## config.mk

```make
export PLATFORM = sky130hd
export DESIGN_NAME = conv_lb_sched
export DESIGN_NICKNAME = d
export VERILOG_FILES = /design/src/rtl/conv_pkg.sv /design/src/rtl/conv_lb_sched_pipe.sv /design/src/rtl/conv_lb_sched.sv
export SDC_FILE = /design/constraint.sdc
export NUM_CORES = 1
export LEC_CHECK = 0
export ABC_AREA = 1
export BUFFER_PORTS_ARGS = -buffer_cell sky130_fd_sc_hd__buf_4
export CORE_AREA = 2 2 72 74
export DETAILED_ROUTE_END_ITERATION = 10
export DIE_AREA = 0 0 74 76
export GPL_TIMING_DRIVEN = 0
export HOLD_SLACK_MARGIN = 0.12
export PLACE_DENSITY = 0.85
export SYNTH_ARGS = -nofsm -noshare
export SYNTH_HDL_FRONTEND = slang
export SYNTH_SLANG_ARGS = --single-unit
```

## constraint.sdc

```tcl
create_clock -name clk -period 2.4 [get_ports clk]
set_input_delay 0.12 -clock clk [delete_from_list [all_inputs] [get_ports clk]]
set_output_delay 0.12 -clock clk [all_outputs]
set_load 0.1 [all_outputs]
```

## src/rtl/conv_pkg.sv

```systemverilog
// conv_pkg: shared limits and types for the conv line-buffer sequencer
package conv_pkg;
   localparam int PIXEL_W = 8;
   localparam int IMAGE_MAX_W = 16;
   localparam int IMAGE_MAX_H = 16;
   localparam int COL_W = $clog2(IMAGE_MAX_W);
   localparam int ROW_W = $clog2(IMAGE_MAX_H);
   localparam int WID_W = $clog2(IMAGE_MAX_W + 1);
   typedef enum logic [1:0] {IDLE, FIRST, RUN, FLUSH} sched_state_t;
   typedef struct packed {
      logic [ROW_W-1:0] row;
      logic [COL_W-1:0] col;
      logic             top;
      logic             bottom;
      logic             left;
      logic             right;
   } win_meta_t;
   typedef struct packed {
      logic      vld;
      win_meta_t meta;
   } pipe_ent_t;
endpackage

```

## src/rtl/conv_lb_sched_pipe.sv

```systemverilog
// conv_lb_sched_pipe: meta shift register matching the line-buffer push-to-output latency
module conv_lb_sched_pipe
   import conv_pkg::pipe_ent_t;
#(
   parameter int DEPTH = 2
) (
   input  logic      clk,
   input  logic      rst,
   input  logic      en,
   input  pipe_ent_t din,
   output pipe_ent_t dout
);
   pipe_ent_t stage [DEPTH];
   always_ff @(posedge clk) begin
      if (rst) begin
         for (int i = 0; i < DEPTH; i++) stage[i] <= '0;
      end else if (en) begin
         stage[0] <= din;
         for (int i = 1; i < DEPTH; i++) stage[i] <= stage[i-1];
      end
   end
   assign dout = stage[DEPTH-1];
endmodule

```

## src/rtl/conv_lb_sched.sv

```systemverilog
// conv_lb_sched: sequences pushes/pops into the line-buffer column, tracks raster
// position and emits column-aligned window strobes with border flags.
module conv_lb_sched
   import conv_pkg::PIXEL_W, conv_pkg::ROW_W, conv_pkg::COL_W, conv_pkg::WID_W,
          conv_pkg::sched_state_t, conv_pkg::win_meta_t, conv_pkg::pipe_ent_t,
          conv_pkg::IDLE, conv_pkg::FIRST, conv_pkg::RUN, conv_pkg::FLUSH;
#(
   parameter int KERNEL_H    = 3,
   parameter int IMAGE_MAX_W = conv_pkg::IMAGE_MAX_W,
   parameter int IMAGE_MAX_H = conv_pkg::IMAGE_MAX_H,
   parameter int LB_LAT      = 2
) (
   input  logic                clk,
   input  logic                rst,
   input  logic                s_vld_i,
   output logic                s_rdy_o,
   input  logic [PIXEL_W-1:0]  s_dat_i,
   input  logic                s_sof_i,
   input  logic                s_eol_i,
   input  logic                s_eof_i,
   output logic [KERNEL_H-2:0] lb_push_o,
   output logic [KERNEL_H-2:0] lb_pop_o,
   output logic                lb_sof_o,
   output logic                lb_eol_o,
   output logic [PIXEL_W-1:0]  lb_dat_o,
   output logic                win_vld_o,
   input  logic                win_rdy_i,
   output win_meta_t           win_meta_o,
   output logic                err_o
);
   localparam int NB = KERNEL_H - 1;
   localparam int CNT_W = $clog2(LB_LAT + 1);
   sched_state_t     state, state_n;
   logic [ROW_W-1:0] row, cur_row;
   logic [COL_W-1:0] col, cur_col;
   logic [WID_W-1:0] width, col_nx;
   logic [CNT_W-1:0] fcnt;
   logic             acc, take, sof_acc, first, col_max, eol, eof, step, adv, mis;
   pipe_ent_t        pin, pout;
   assign s_rdy_o = ~rst & (state != FLUSH) & (~win_vld_o | win_rdy_i);
   assign acc     = s_vld_i & s_rdy_o;
   assign sof_acc = acc & s_sof_i;
   // a pixel is taken into the buffers unless it is dropped while hunting for sof
   assign take    = acc & ((state != IDLE) | s_sof_i);
   assign step    = ~rst & (state == FLUSH) & (~win_vld_o | win_rdy_i);
   assign adv     = acc | step;
   assign first   = sof_acc | (state == FIRST);
   assign cur_row = sof_acc ? '0 : row;
   assign cur_col = sof_acc ? '0 : col;
   assign col_nx  = WID_W'(cur_col) + WID_W'(1);
   assign col_max = cur_col == COL_W'(IMAGE_MAX_W - 1);
   assign eol     = take & (s_eol_i | col_max);
   assign eof     = eol & s_eol_i & s_eof_i;
   assign mis     = col_nx != width;
   always_ff @(posedge clk) begin
      if (rst) state <= IDLE;
      else state <= state_n;
   end
   always_comb begin
      state_n = (step & (fcnt == CNT_W'(LB_LAT - 1))) ? IDLE :
                eof ? FLUSH : (eol & first) ? RUN : sof_acc ? FIRST : state;
   end
   always_comb begin
      lb_push_o = '0;
      lb_pop_o  = '0;
      for (int k = 0; k < NB; k++) begin
         lb_push_o[k] = step | (take & (int'(cur_row) >= k));
         lb_pop_o[k]  = step | (take & (int'(cur_row) > k));
      end
      err_o = acc & (~take | (s_sof_i & (state != IDLE)) | (~s_eol_i & col_max) |
                     ((state == RUN) & ~s_sof_i & eol & mis));
   end
   assign lb_sof_o = sof_acc;
   assign lb_eol_o = eol;
   assign lb_dat_o = take ? s_dat_i : '0;
   always_ff @(posedge clk) begin
      if (rst) begin
         row   <= '0;
         col   <= '0;
         width <= '0;
         fcnt  <= '0;
      end else begin
         if (take) begin
            col <= eol ? '0 : cur_col + COL_W'(1);
            row <= (eol & (cur_row != ROW_W'(IMAGE_MAX_H - 1))) ? cur_row + ROW_W'(1) : cur_row;
            if (eol & first) width <= col_nx;
         end
         fcnt <= (state == FLUSH) ? fcnt + CNT_W'(step) : '0;
      end
   end
   always_comb begin
      pin             = '0;
      pin.vld         = take & (int'(cur_row) >= KERNEL_H - 1);
      pin.meta.row    = cur_row;
      pin.meta.col    = cur_col;
      pin.meta.top    = cur_row == ROW_W'(KERNEL_H - 1);
      pin.meta.bottom = s_eof_i;
      pin.meta.left   = cur_col == '0;
      pin.meta.right  = ~first & ~mis;
   end
   conv_lb_sched_pipe #(.DEPTH(LB_LAT)) u_pipe (
      .clk  (clk),
      .rst  (rst),
      .en   (adv),
      .din  (pin),
      .dout (pout)
   );
   always_ff @(posedge clk) begin
      if (rst) begin
         win_vld_o  <= 1'b0;
         win_meta_o <= '0;
      end else if (adv) begin
         win_vld_o  <= pout.vld;
         win_meta_o <= pout.meta;
      end else if (win_rdy_i) begin
         win_vld_o  <= 1'b0;
      end
   end
endmodule

```

==> qor.tcl <==
set qor(worst_ir_drop_vdd_uv) 359
set qor(violations) {setup timing}
set qor(min_to) {fcnt[0]}
set qor(synthMuxAreaShare_pct) 0
set qor(first_global_vias) 2075
set qor(fp.dieArea_sq_mm) 0.00562
set qor(synth-adder-area-share_pct) 3.85
set qor(antenna_cells_inserted) 0
set qor(normalized_max_slew_margin_pct) 49.5
set qor(worst-r2r-setup-slack_ns) 0.12
set qor(wire_length_of_the_first_global_routing_pass_um) 9220
set qor(grt-ovfl-total) 0
set qor(detailedRoute.firstIterationViolations) 115
set qor(remaining_drc_errors) 0
set qor(finalHoldViolations) 0
set qor(clk-insertion-delay-late_ns) 0.31
set qor(worst_r2r_endpoint) {u_pipe.stage[0][5]}
set qor(cts_tree) {yes}
set qor(postSynthNetCount) 328
set qor(clock_tree.htree_level_count) 2
set qor(timing.critical_path.required_ns) 2.28
set qor(drive_above_1_share_pct) 32.3
set qor(worstHoldPathType) {in2reg}
set qor(synth_xor_xnor_area_share_pct) 1.01
set qor(main_combinational_cell_family_by_area_after_synthesis) {simple AND/OR/NAND/NOR gates}
set qor(clkPwrFrac_pct) 32.8
set qor(ys_seq_elements) 56
set qor(sort_of_element_at_the_start_of_the_critical_path) {register}
set qor(switch_share_pct) 28.2
set qor(total_neg_setup_slack_ns) -0.234
set qor(placeableCoreArea_sq_mm) 0.00491
set qor(hpwlAfterDp_um) 3820
set qor(status) {finished with violations}
set qor(instances_no_fill) 438
set qor(globalRouteTotalUtil_pct) 21.0
set qor(number_of_violations_of_the_max_capacitance_limit) 0
set qor(dr.pass1.iters) 4
set qor(fin_ws_ns) -0.156
set qor(netSwitchingPower_uw) 612
set qor(final_worst_path_cycle_share_pct) 106
set qor(antenna_violating_nets_post_route) 0
set qor(finalSetupViolCount) 3
set qor(detail_route.wl_per_cell_um) 13.0
set qor(timing.critical_path.fanout_max) 5
set qor(synth.yosys.seq_area_share_pct) 53.2
set qor(start_util_pct) 52.9
set qor(rows) 26
set qor(die_h_um) 76
set qor(combPwrFrac_pct) 18.4
set qor(gpl.final_weighted_congestion) 0.800
set qor(mapped_avg_cell_area_sq_um) 8.52
set qor(rr_worst_depth) 8
set qor(post-synth-top-area-cell) {sky130_fd_sc_hd__edfxtp_1}
set qor(buffer_ports.inserted) 42
set qor(setup_repair_after_global_routing_missed_its_margin) {yes}
set qor(kind_of_critical_path) {reg2out}
set qor(synth-simple-area-share_pct) 24.2
set qor(share_seq_of_total_power_pct) 48.8
set qor(ys_top_cells_by_area) {sky130_fd_sc_hd__edfxtp_1, sky130_fd_sc_hd__dfxtp_1, sky130_fd_sc_hd__nand2_1, sky130_fd_sc_hd__inv_1, sky130_fd_sc_hd__nor2_1}
set qor(most-common-layout-cells) {sky130_fd_sc_hd__inv_1, sky130_fd_sc_hd__nand2_1, sky130_fd_sc_hd__buf_4, sky130_fd_sc_hd__nor2_1, sky130_fd_sc_hd__dfxtp_1}
set qor(fin_nets) 391
set qor(worst_hold_startpoint) {rst}
set qor(synth-compound-area-share_pct) 7.51
set qor(synth.yosys.warnings) 0
set qor(ctsLongestPathBuffers) 2
set qor(wirelength_um) 5710
set qor(drv_slew) 0
set qor(hold-path-cell-count) 4
set qor(clkTransAtPathRegs_ns) 0.10
set qor(period_needed_ns) 2.56
set qor(power.leakage_uw) 0.00151
set qor(tritoncts.num_buffers) 5
set qor(timing.fmax_mhz) 391
set qor(grt_antenna_before_repair) 0
set qor(io_pins) 44
set qor(fillers) 357
set qor(crit_arrival_ns) 2.44
set qor(crit-reg2reg-launch) {state[0]}
set qor(crit_path_capture_type) {primary output}
set qor(detailed_route_vias_per_instance) 4.91
set qor(placed_cells_incl_taps) 417
set qor(fp.dieW_um) 74
set qor(final.setup_skew_ns) 0.00582
set qor(detailed_route_via_count) 2150
set qor(area_delta_synth_final_pct) 36.5
set qor(netlist_area_sq_mm) 0.00260
set qor(intPower_uw) 1560
set qor(power-per-cell-area_mw_per_mm2) 612
set qor(post-synth-top-area-fraction_pct) 30.0
set qor(post_synth_num_cell_types) 33
set qor(netlist_instances) 305
set qor(worst-slew-pin-transition_ns) 0.752
set qor(clkSinkCount) 56
set qor(largest_net_degree_at_the_start_of_global_routing) 27
set qor(cts-root-buf) {sky130_fd_sc_hd__clkbuf_8}
[metrics by stage]
step           hold slack (ns)  setup WS (ns)  util, %  power [uW]  area (sq um)
2_1_floorplan            0.307         -0.579        -        1370          2780
3_3_place_gp             0.343       -0.00500     64.7        1440          3180
3_5_place_dp             0.345        -0.0325     64.7        1450          3180
4_1_cts                  0.123         -0.146     70.1        2170          3450
5_1_grt                  0.152         -0.257     72.2        2250          3550
6_report                 0.136         -0.156     72.2        2170          3550
[kinds of logic (layout without fill, tap and decap cells)]
kind of cell    Yosys count  in the layout
fa+ha+maj                 8              8
simple gates            142            142
compound gates           33             33
xor+xnor                  3              3
buf+inv                  63            126
flops                    56             56
[area by class of cell]
type | count | area [sq um] | share of cell area, %
tap | 70 | 87.6 | 2.47
clock inverter | 2 | 60.1 | 1.69
inverter | 53 | 218 | 6.14
sequential | 56 | 1390 | 39.2
clock buffer | 5 | 68.8 | 1.94
buffer | 10 | 77.6 | 2.19
timing repair buffer | 56 | 482 | 13.6
multi-input combinational | 186 | 1160 | 32.8
[cell usage after synthesis]
cell,count
sky130_fd_sc_hd__nand2_2,5
sky130_fd_sc_hd__ha_1,8
sky130_fd_sc_hd__dfxtp_1,30
sky130_fd_sc_hd__edfxtp_1,26
sky130_fd_sc_hd__xnor2_1,2
sky130_fd_sc_hd__xor2_1,1
sky130_fd_sc_hd__a21oi_4,1
sky130_fd_sc_hd__a21oi_1,17
sky130_fd_sc_hd__nor2_2,2
sky130_fd_sc_hd__buf_1,1
sky130_fd_sc_hd__o211ai_1,1
sky130_fd_sc_hd__a31oi_1,2
sky130_fd_sc_hd__nand4_1,3
sky130_fd_sc_hd__inv_4,1
sky130_fd_sc_hd__buf_2,4
sky130_fd_sc_hd__o21ai_1,6
sky130_fd_sc_hd__nor3_1,3
sky130_fd_sc_hd__nor2_1,48
sky130_fd_sc_hd__nor3b_1,1
sky130_fd_sc_hd__nand3_1,25
sky130_fd_sc_hd__buf_6,3
sky130_fd_sc_hd__nand4_2,1
sky130_fd_sc_hd__or2_1,1
sky130_fd_sc_hd__inv_1,48
sky130_fd_sc_hd__clkbuf_1,2
sky130_fd_sc_hd__o21ai_0,2
sky130_fd_sc_hd__nor2_4,1
sky130_fd_sc_hd__a22oi_1,2
sky130_fd_sc_hd__nand2_1,51
sky130_fd_sc_hd__o31ai_1,1
sky130_fd_sc_hd__nand3_4,1
sky130_fd_sc_hd__inv_2,4
sky130_fd_sc_hd__o221a_2,1
[worst max-delay path, stage by stage, from the launching register on]
cell                      delay, ns
sky130_fd_sc_hd__dfxtp_4       0.37
sky130_fd_sc_hd__nand2_2       0.07
sky130_fd_sc_hd__nand2_2       0.07
sky130_fd_sc_hd__nor2_4        0.13
sky130_fd_sc_hd__nand3_4       0.13
sky130_fd_sc_hd__buf_12        0.16
sky130_fd_sc_hd__inv_16        0.05
sky130_fd_sc_hd__nor2_4        0.04
sky130_fd_sc_hd__inv_2         0.07
sky130_fd_sc_hd__ha_4          0.21
sky130_fd_sc_hd__xnor2_2       0.12
sky130_fd_sc_hd__nand3_1       0.09
sky130_fd_sc_hd__a21oi_2       0.14
sky130_fd_sc_hd__nand3_2       0.12
sky130_fd_sc_hd__nand2_2       0.11
sky130_fd_sc_hd__a21oi_4       0.07
sky130_fd_sc_hd__buf_12        0.16
[how the worst max path moves through the flow]
stage,start,endpoint,slack (ns),depth (start not counted)
after floorplan,win_vld_o,err_o,-0.58,17
after global placement,state[1],err_o,-0.005,17
after detailed placement,state[1],err_o,-0.03,17
after CTS,win_vld_o,err_o,-0.15,16
after global routing,win_vld_o,err_o,-0.26,16
final,state[0],err_o,-0.16,16
[what timing repair did]
item,CTS,global route
setup endpoints to repair,5,31
hold buffers,3,0
pin swaps,9,11
setup buffers,7,4
cloned,0,0
gates resized for setup,13,22
hold endpoints to repair,10,0
[state kept, by name (all words and copies together) (netlist names)]
register / count
col: 4
fcnt: 2
row: 4
state: 2
u_pipe.stage: 26
width: 5
win_meta_o: 12
win_vld_o: 1
[power by group through the flow]
| stage | Clock, uW | Combinational (uW) | Sequential, uW |
|---|---|---|---|
| after floorplan | 0 | 194 | 1170 |
| after global placement | 0 | 362 | 1080 |
| after detailed placement | 0 | 369 | 1080 |
| after CTS | 724 | 387 | 1060 |
| after global routing | 762 | 420 | 1060 |
| final | 713 | 399 | 1060 |
[layer usage]
metal  part of all wire [%]  track usage (%)  wire length [um]  vias to the layer above
met2                     53             36.4              3030                       73
met3                    4.9             4.76               281                       13
met4                    2.6             8.00               147                        0
li1                       -                -                 -                     1092
met5                      0                0                 0                        -
met1                     39             24.7              2250                      972
Power figures use the tool's default switching activity.
